$ cat src/rtl/load_store_unit_if.sv
// CPU-side request/response and memory-controller bus for load_store_unit.
// slave = the unit itself; master = the environment (execute stage + memory).
interface load_store_unit_if #(
  parameter int ADDR_W = 32
);
  logic              req_valid;
  logic              req_ready;
  logic              req_write;
  logic [2:0]        req_funct3;
  logic [ADDR_W-1:0] req_addr;
  logic [31:0]       req_wdata;
  logic              resp_valid;
  logic [31:0]       resp_rdata;
  logic              resp_fault;
  logic [ADDR_W-1:0] mem_addr;
  logic [2:0]        mem_write_enable;
  logic [31:0]       mem_data_in;
  logic [31:0]       mem_data_out;

  modport slave (
    input  req_valid, req_write, req_funct3, req_addr, req_wdata, mem_data_out,
    output req_ready, resp_valid, resp_rdata, resp_fault,
           mem_addr, mem_write_enable, mem_data_in
  );

  modport master (
    output req_valid, req_write, req_funct3, req_addr, req_wdata, mem_data_out,
    input  req_ready, resp_valid, resp_rdata, resp_fault,
           mem_addr, mem_write_enable, mem_data_in
  );
endinterface

$ cat src/rtl/load_store_unit.sv
// Load/store sequencer between execute stage and memory_controller.
// Optional LSU_MISALIGNED_SPLIT_EN splits misaligned half/word accesses into byte accesses.
module load_store_unit #(
  parameter int          ADDR_W      = 32,
  parameter logic [31:0] FAULT_RDATA = 32'h0
) (
  input  logic             clk,
  input  logic             rst_n,
  load_store_unit_if.slave bus
);

`ifdef LSU_MISALIGNED_SPLIT_EN
  typedef enum logic [1:0] {IDLE = 2'd0, ACCESS = 2'd1, RESP = 2'd2, SPLIT = 2'd3} state_t;
`else
  typedef enum logic [1:0] {IDLE = 2'd0, ACCESS = 2'd1, RESP = 2'd2} state_t;
`endif

  typedef struct packed {
    logic       write;
    logic [2:0] funct3;
  } req_t;

  state_t            state, state_nxt;
  req_t              r_req;
  logic              accept;
  logic              f3_ok, misal, fault_in;
  logic [2:0]        we_enc;
  logic [31:0]       ld_word;

  logic              resp_valid_q, resp_fault_q;
  logic [31:0]       resp_rdata_q;
  logic [ADDR_W-1:0] mem_addr_q;
  logic [2:0]        mem_we_q;
  logic [31:0]       mem_data_in_q;

`ifdef LSU_MISALIGNED_SPLIT_EN
  logic              split_in;
  logic [ADDR_W-1:0] r_addr;
  logic [31:0]       r_wdata;
  logic [31:0]       sp_data;
  logic [1:0]        cnt, r_last;
`endif

  assign accept = bus.req_valid && (state == IDLE);

  always_comb begin
    f3_ok = 1'b0;
    case (bus.req_funct3)
      3'b000, 3'b001, 3'b010: f3_ok = 1'b1;
      3'b100, 3'b101:         f3_ok = !bus.req_write;
      default:                f3_ok = 1'b0;
    endcase
    misal = ((bus.req_funct3[1:0] == 2'b01) && bus.req_addr[0]) ||
            ((bus.req_funct3[1:0] == 2'b10) && (bus.req_addr[1:0] != 2'b00));
    case (bus.req_funct3[1:0])
      2'b00:   we_enc = 3'b100;
      2'b01:   we_enc = 3'b010;
      default: we_enc = 3'b001;
    endcase
`ifdef LSU_MISALIGNED_SPLIT_EN
    fault_in = !f3_ok;
    split_in = f3_ok && misal;
`else
    fault_in = !f3_ok || misal;
`endif
  end

  function automatic logic [31:0] extend(input logic [2:0] f3, input logic [31:0] d);
    case (f3)
      3'b000:  extend = {{24{d[7]}}, d[7:0]};
      3'b001:  extend = {{16{d[15]}}, d[15:0]};
      3'b100:  extend = {24'h0, d[7:0]};
      3'b101:  extend = {16'h0, d[15:0]};
      default: extend = d;
    endcase
  endfunction

  // In SPLIT the current byte is merged into the partially assembled word
  always_comb begin
    ld_word = bus.mem_data_out;
`ifdef LSU_MISALIGNED_SPLIT_EN
    if (state == SPLIT) begin
      ld_word = sp_data;
      ld_word[{cnt, 3'b000} +: 8] = bus.mem_data_out[7:0];
    end
`endif
  end

  always_ff @(posedge clk or negedge rst_n) begin
    if (!rst_n) state <= IDLE;
    else        state <= state_nxt;
  end

  always_comb begin
    state_nxt = state;
    case (state)
      IDLE: if (accept) begin
        if (fault_in) state_nxt = RESP;
`ifdef LSU_MISALIGNED_SPLIT_EN
        else if (split_in) state_nxt = SPLIT;
`endif
        else state_nxt = ACCESS;
      end
      ACCESS: state_nxt = RESP;
      RESP:   state_nxt = IDLE;
`ifdef LSU_MISALIGNED_SPLIT_EN
      SPLIT:  if (cnt == r_last) state_nxt = RESP;
`endif
      default: state_nxt = IDLE;
    endcase
  end

  // Memory-side outputs are registered so they are clean during ACCESS/SPLIT
  always_ff @(posedge clk or negedge rst_n) begin
    if (!rst_n) begin
      r_req         <= '0;
      resp_valid_q  <= 1'b0;
      resp_fault_q  <= 1'b0;
      resp_rdata_q  <= 32'h0;
      mem_addr_q    <= '0;
      mem_we_q      <= 3'b000;
      mem_data_in_q <= 32'h0;
`ifdef LSU_MISALIGNED_SPLIT_EN
      r_addr        <= '0;
      r_wdata       <= 32'h0;
      sp_data       <= 32'h0;
      cnt           <= 2'd0;
      r_last        <= 2'd0;
`endif
    end else begin
      resp_valid_q <= 1'b0;
      case (state)
        IDLE: if (accept) begin
          r_req <= '{write: bus.req_write, funct3: bus.req_funct3};
          if (fault_in) begin
            resp_valid_q <= 1'b1;
            resp_fault_q <= 1'b1;
            resp_rdata_q <= FAULT_RDATA;
          end else begin
            mem_addr_q    <= bus.req_addr;
            mem_data_in_q <= bus.req_wdata;
            mem_we_q      <= bus.req_write ? we_enc : 3'b000;
`ifdef LSU_MISALIGNED_SPLIT_EN
            r_addr  <= bus.req_addr;
            r_wdata <= bus.req_wdata;
            sp_data <= 32'h0;
            cnt     <= 2'd0;
            r_last  <= (bus.req_funct3[1:0] == 2'b01) ? 2'd1 : 2'd3;
            if (split_in) begin
              mem_data_in_q <= {24'h0, bus.req_wdata[7:0]};
              mem_we_q      <= bus.req_write ? 3'b100 : 3'b000;
            end
`endif
          end
        end
        ACCESS: begin
          mem_we_q     <= 3'b000;
          resp_valid_q <= 1'b1;
          resp_fault_q <= 1'b0;
          resp_rdata_q <= r_req.write ? 32'h0 : extend(r_req.funct3, ld_word);
        end
`ifdef LSU_MISALIGNED_SPLIT_EN
        SPLIT: begin
          sp_data <= ld_word;
          if (cnt == r_last) begin
            mem_we_q     <= 3'b000;
            resp_valid_q <= 1'b1;
            resp_fault_q <= 1'b0;
            resp_rdata_q <= r_req.write ? 32'h0 : extend(r_req.funct3, ld_word);
          end else begin
            cnt           <= cnt + 2'd1;
            mem_addr_q    <= r_addr + ADDR_W'(cnt) + ADDR_W'(1);
            mem_data_in_q <= {24'h0, r_wdata[{cnt + 2'd1, 3'b000} +: 8]};
          end
        end
`endif
        default: ;
      endcase
    end
  end

  assign bus.req_ready        = (state == IDLE);
  assign bus.resp_valid       = resp_valid_q;
  assign bus.resp_fault       = resp_fault_q;
  assign bus.resp_rdata       = resp_rdata_q;
  assign bus.mem_addr         = mem_addr_q;
  assign bus.mem_write_enable = mem_we_q;
  assign bus.mem_data_in      = mem_data_in_q;

endmodule

$ cat src/flat_wrapper.sv
// flat-port wrapper written by rule: the top's interface ports become plain ports
module load_store_unit_flat 
#(
  parameter int          ADDR_W      = 32,
  parameter logic [31:0] FAULT_RDATA = 32'h0
)
  (clk, rst_n, bus_req_valid, bus_req_write, bus_req_funct3, bus_req_addr, bus_req_wdata, bus_mem_data_out, bus_req_ready, bus_resp_valid, bus_resp_rdata, bus_resp_fault, bus_mem_addr, bus_mem_write_enable, bus_mem_data_in);
  load_store_unit_if #(.ADDR_W(ADDR_W)) bus_i ();
  input  logic clk;
  input  logic rst_n;
  input wire logic [$bits(bus_i.req_valid)-1:0] bus_req_valid;
  input wire logic [$bits(bus_i.req_write)-1:0] bus_req_write;
  input wire logic [$bits(bus_i.req_funct3)-1:0] bus_req_funct3;
  input wire logic [$bits(bus_i.req_addr)-1:0] bus_req_addr;
  input wire logic [$bits(bus_i.req_wdata)-1:0] bus_req_wdata;
  input wire logic [$bits(bus_i.mem_data_out)-1:0] bus_mem_data_out;
  output wire logic [$bits(bus_i.req_ready)-1:0] bus_req_ready;
  output wire logic [$bits(bus_i.resp_valid)-1:0] bus_resp_valid;
  output wire logic [$bits(bus_i.resp_rdata)-1:0] bus_resp_rdata;
  output wire logic [$bits(bus_i.resp_fault)-1:0] bus_resp_fault;
  output wire logic [$bits(bus_i.mem_addr)-1:0] bus_mem_addr;
  output wire logic [$bits(bus_i.mem_write_enable)-1:0] bus_mem_write_enable;
  output wire logic [$bits(bus_i.mem_data_in)-1:0] bus_mem_data_in;
  assign bus_i.req_valid = bus_req_valid;
  assign bus_i.req_write = bus_req_write;
  assign bus_i.req_funct3 = bus_req_funct3;
  assign bus_i.req_addr = bus_req_addr;
  assign bus_i.req_wdata = bus_req_wdata;
  assign bus_i.mem_data_out = bus_mem_data_out;
  assign bus_req_ready = bus_i.req_ready;
  assign bus_resp_valid = bus_i.resp_valid;
  assign bus_resp_rdata = bus_i.resp_rdata;
  assign bus_resp_fault = bus_i.resp_fault;
  assign bus_mem_addr = bus_i.mem_addr;
  assign bus_mem_write_enable = bus_i.mem_write_enable;
  assign bus_mem_data_in = bus_i.mem_data_in;
  load_store_unit #(.ADDR_W(ADDR_W), .FAULT_RDATA(FAULT_RDATA)) u_core (.clk(clk), .rst_n(rst_n), .bus(bus_i));
endmodule
$ cat config.mk
export PLATFORM = sky130hd
export DESIGN_NAME = load_store_unit_flat
export DESIGN_NICKNAME = d
export VERILOG_FILES = /design/src/rtl/load_store_unit_if.sv /design/src/rtl/load_store_unit.sv /design/src/flat_wrapper.sv
export SDC_FILE = /design/constraint.sdc
export NUM_CORES = 1
export LEC_CHECK = 0
export CAP_MARGIN = 20
export CORE_ASPECT_RATIO = 1.25
export CORE_MARGIN = 8
export CORE_UTILIZATION = 42
export DETAILED_ROUTE_END_ITERATION = 7
export PLACE_DENSITY = 0.81
export SLEW_MARGIN = 10
export SYNTH_ARGS = -nofsm -noshare
export SYNTH_HDL_FRONTEND = slang
export SYNTH_SLANG_ARGS = --single-unit
$ cat constraint.sdc
create_clock -name clk -period 2.4 [get_ports clk]
set_input_delay 0.72 -clock clk [delete_from_list [all_inputs] [get_ports clk]]
set_output_delay 0.72 -clock clk [all_outputs]
set_load 0.1 [all_outputs]
* Yosys cells after proc, flatten, opt, wreduce, memory -nomap -nowiden
Cells that the tools add are included.
Storage, ports and cells: bits of input ports 103, bits in registers 107
Cells by class: bitwise logic cells 1, reduce and logical (&&, ||, !) cells 19, equality and inequality tests 13, muxes and demuxes 20
Operators with widths (number):
- case mux 32 bit (4 select lines) | 1
- two-way mux 32 bit | 3
- case mux 32 bit (2 select lines) | 1
- equality test 3 bit, second input constant | 4
- case mux 3 bit (2 select lines) | 2
- two-way mux 3 bit | 3
- AND reduction 3 bit | 3
- equality test 3 x 1 -> 1 bit, second input constant | 2
- zero test 3 bit | 2
- case mux 1 bit (2 select lines) | 3
- equality test 2 x 1 -> 1 bit, second input constant | 2
- zero test 2 bit | 2
- two-way mux 1 bit | 4
- two-way mux 2 bit | 2
- != test 2 x 1 -> 1 bit, second input constant | 2
- case mux 2 bit (2 select lines) | 1
- nonzero test 2 bit | 2
- equality test 3 x 2 -> 1 bit, second input constant | 1
- logical AND 1 bit | 3
- OR reduction 3 bit | 1
- equality test 2 bit, second input constant | 1
- zero test 1 bit | 2
- logical OR 1 bit | 2
- != test 2 bit, second input constant | 1
- other kinds (3) | 3

* Logic depth before layout (Yosys ltp)
depth in word-level cells 8, mapped depth 7

* Worst setup path before layout
Ideal clock, no wire load.
path type register -> output, from reg u_core.state[1], to out bus_req_ready, cell stages (with the launch flop) 4, setup slack -0.273 ns, arrival time 1.953 ns, required time 1.680 ns, buffers on the path 2, cell sequence dfrtp_1 buf_2 clkbuf_1 nor2_1
On the way: longest elaborated chain between the ends 1
Ends and longest elaborated chain:
- start, declared | RTL line load_store_unit.sv:23 | state_t state, state_nxt;
- start signal, assigned | RTL line load_store_unit.sv:91 | else state <= state_nxt;
- zero test 2 bit | RTL line load_store_unit.sv:182 | assign bus.req_ready = (state == IDLE);
- end, declared | RTL line flat_wrapper.sv:17 | output wire logic [$bits(bus_i.req_ready)-1:0] bus_req_ready;
Every way passes these cells.

* Final worst setup path
from in bus_req_funct3[0], to reg u_core.mem_addr_q[15], in the netlist u_core.bus.mem_addr[15]
On the way: longest elaborated chain between the ends 7, elaborated cells between the ends (all ways) 17, classes of those cells 6 x eq/ne; 1 x mux; 1 x bitwise; 9 x reduce/logical
Ends and longest elaborated chain:
- start, declared | RTL line flat_wrapper.sv:13 | input wire logic [$bits(bus_i.req_funct3)-1:0] bus_req_funct3;
- equality test 3 x 1 -> 1 bit (tied with other cells) | RTL line load_store_unit.sv:48 | case (bus.req_funct3)
- OR reduction 3 bit or OR reduction 2 bit (tied branches) | RTL line load_store_unit.sv:48
- case mux 1 bit (2 select lines) | RTL line load_store_unit.sv:48
- zero test 1 bit | RTL line load_store_unit.sv:64 | fault_in = !f3_ok || misal;
- logical OR 1 bit (*) | RTL line load_store_unit.sv:64
- inverter 1 bit (no source line) (*)
- AND reduction 3 bit (no source line) (*)
- end signal, assigned | RTL line load_store_unit.sv:140 | mem_addr_q <= bus.req_addr;
- end, declared | RTL line load_store_unit.sv:32 | logic [ADDR_W-1:0] mem_addr_q;
Every way passes the cells marked *; elsewhere a longest branch is shown, timed or not. A chain may end at the register's enable or synchronous reset.

==> metrics.md <==
| Metric | Value |
|---|---|
| Setup crit start kind | input pin |
| Max Root-Sink Buffers | 2 |
| WL final | 13200 um |
| Largest net degree at the start of global routing | 56 |
| Final worst-path cycle share | 0.930 |
| Min Clock Period, post-route | 2.23 ns |
| Run status | completed |
| Worst VDD drop | 0.000832 V |
| #FFs+latches synth | 107 |
| WP data required | 2.62 ns |
| Final ANT Viol Nets | 0 |
| Post-CTS sizing | 0 |
| Detailed Place HPWL | 10200 um |
| Clk_skew | 0.00730 ns |
| Full die area | 14400 um2 |
| Grt total ovfl | 0 |
| Pwr dens | 1380 nW/um2 |
| Clock root buffer | clkbuf_16 |
| Postcts setup bufs | 0 |
| Initial Util | 0.431 |
| H-tree depth | 3 |
| Sequential fraction of the synthesis area | 0.588 |
| DR DRC count | 0 |
| HP Class | input pin to async pin |
| All-Layer GR Usage | 0.182 |
| Cell Area, Synth | 4550 um2 |
| Inserted Diodes | 0 |
| Initial antenna violation count | 0 |
| Synth warn | 0 |
| Max Fclk | 0.448 GHz |
| PortBufs | 204 |
| Leak pwr | 3.03 nW |
| RSZ-0062 raised after global routing | no |
| Critical setup path kind | input pin to register |
| CTS Sinks | 107 |
| Reg-to-Reg Start | u_core.state[1] |
| Vias | 3590 |
| Fraction of layout cells with a size suffix above 1 | 0.312 |
| WP data arrival | 2.45 ns |
| Unique cell type count in the Yosys netlist | 32 |
| Max Cap Viol | 0 |
| Reg clk slew, reported paths | 0.07 ns |
| P&R area growth vs syn | 51.0% |
| Number of global-route vias before repair | 3792 |
| Worst-Skew Late Latency | 0.34 ns |
| Final Setup Violations | 0 |
| Final hold violation count | 0 |
| Max_slew headroom | 0.574 |
| Reg-to-reg endpoint | u_core.bus.mem_addr[15] |
| Fin. max-slew vios | 0 |
| Wire length per cell | 18.9 um |
| Drt via density | 5.15 |
| Worst reg2reg path depth | 5 |
| Mapped Nets | 451 |
| Synth Area per Inst | 13.1 um2 |
| FF-to-FF setup slack | 0.66 ns |
| Final #Nets | 663 |
| Rows | 42 |
| I/O Pins | 205 |
| Mapped Cells | 348 |
| CTS buffer count | 9 |
| Hold_ws | 0.344 ns |
| Die extent in y | 132 um |
| Worst slew pin tran | 0.639 ns |
| DRT iter0 DRCs | 95 |
| CTS tree | yes |
| Core region area | 10600 um2 |
| Die width | 109 um |
| CP max FO | 34 |
| Hold_buf cts | 0 |
| Total power | 9.49 mW |
| Global-route wire length before repair | 20700 um |
| Gpl congestion | 0.745 |
| DR pass1 iterations | 4 |
| Critical path endpoint category | register |
[worst max-delay path by stage]
stage | from | end | cells after the start
4_1_cts | bus_req_funct3[0] | u_core.bus.mem_addr[27] | 6
3_5_place_dp | bus_req_funct3[0] | u_core.bus.mem_addr[27] | 6
2_1_floorplan | u_core.state[1] | bus_req_ready | 3
3_3_place_gp | bus_req_funct3[0] | u_core.bus.mem_addr[15] | 6
6_report | bus_req_funct3[0] | u_core.bus.mem_addr[15] | 6
5_1_grt | bus_req_funct3[0] | u_core.bus.mem_data_in[17] | 6
[final cells by class]
cell class              count  area, um2
flip-flops and latches    107       2680
clock inverters             6       46.3
inverters                  10       37.5
repair buffers            226       2010
well taps                 132        165
multi-input cells         206       1700
clock buffers              10        239
fillers                   822       3690
[metal layers]
layer  GRT usage  up-vias  part of all wire
met5           0        -                 0
met4      0.0633        0             0.020
met3      0.0573       20              0.10
met2       0.303      135              0.51
met1       0.212     1775              0.37
li1            -     1660                 -
[synthesized netlist by cell type]
master    instances  area share
nand2_1          27       0.022
o21ai_2           1      0.0019
or4b_2            1      0.0022
o21a_1            2      0.0033
buf_2             4      0.0044
nor2_1            3      0.0025
o21ai_0          10       0.011
buf_6             6       0.015
or3b_2            2      0.0038
o22ai_1          16       0.022
nor4b_1           1      0.0019
o211ai_1          9       0.015
inv_1             9      0.0074
a31o_2            1      0.0019
buf_1             1     0.00082
mux2_2           19       0.047
a22oi_1           8       0.013
nor4_4            1      0.0047
mux2_1           50        0.12
o21bai_1          7       0.012
nor4b_2           1      0.0033
a221oi_4          1      0.0058
nor2b_1          17       0.023
o21ba_2           2      0.0044
o311ai_0         10       0.019
or2_2             1      0.0014
a41o_1            1      0.0022
dfrtp_1         107        0.59
inv_2             1     0.00082
clkbuf_1         14       0.012
nand2b_1         12       0.016
nor3b_2           3      0.0082
[sequential cells by signal, summed over array words and instances (netlist names)]
signal	count
u_core.bus.mem_data_in	32
u_core.bus.resp_valid	1
u_core.bus.mem_write_enable	3
u_core.state	2
u_core.r_req	4
u_core.bus.mem_addr	32
u_core.bus.resp_rdata	32
u_core.bus.resp_fault	1
[where the power goes]
part / total [mW] / internal [mW] / switching, mW / leakage (nW)
registers: 2.62 / 2.30 / 0.319 / 1.32
logic: 5.47 / 1.18 / 4.29 / 1.58
clock network: 1.40 / 0.740 / 0.662 / 0.135
[through the flow]
stage / cells / util / worst slack (ns) / setup TNS, ns / area, um2
2_1_floorplan: 348 / - / 0.185 / 0 / 4560
3_3_place_gp: 681 / 0.624 / -0.119 / -6.48 / 6590
3_5_place_dp: 681 / 0.624 / -0.177 / -9.44 / 6590
4_1_cts: 697 / 0.651 / 0.138 / 0 / 6870
5_1_grt: 697 / 0.651 / 0.0935 / 0 / 6870
6_report: 697 / 0.651 / 0.167 / 0 / 6870
[placed cells by master, fill, tap and decap left out, drive strengths merged, types with 3 or more instances in the layout]
master / instances
a22oi: 8
buf: 125
clkbuf: 10
clkdlybuf4s50: 101
dfrtp: 107
inv: 12
mux2: 69
nand2: 27
nand2b: 12
nor2: 3
nor2b: 17
nor3b: 3
o211ai: 9
o21ai: 11
o21bai: 7
o22ai: 16
o311ai: 10
[worst max-delay path: stages]
cell and delay [ns]:
clkdlybuf4s50_1 0.54, a221oi_4 0.37, o21ai_2 0.12, inv_2 0.11, buf_12 0.22, mux2_2 0.36
[kinds of logic (layout without fill, tap and decap cells)]
family	count (synthesis)	count (layout)	synth area share
compound gates	68	68	0.111
buf+inv	35	252	0.0398
flops	107	107	0.588
mux	69	69	0.171
simple gates	69	69	0.0901
Note: power is estimated with default switching activity, not from simulation.
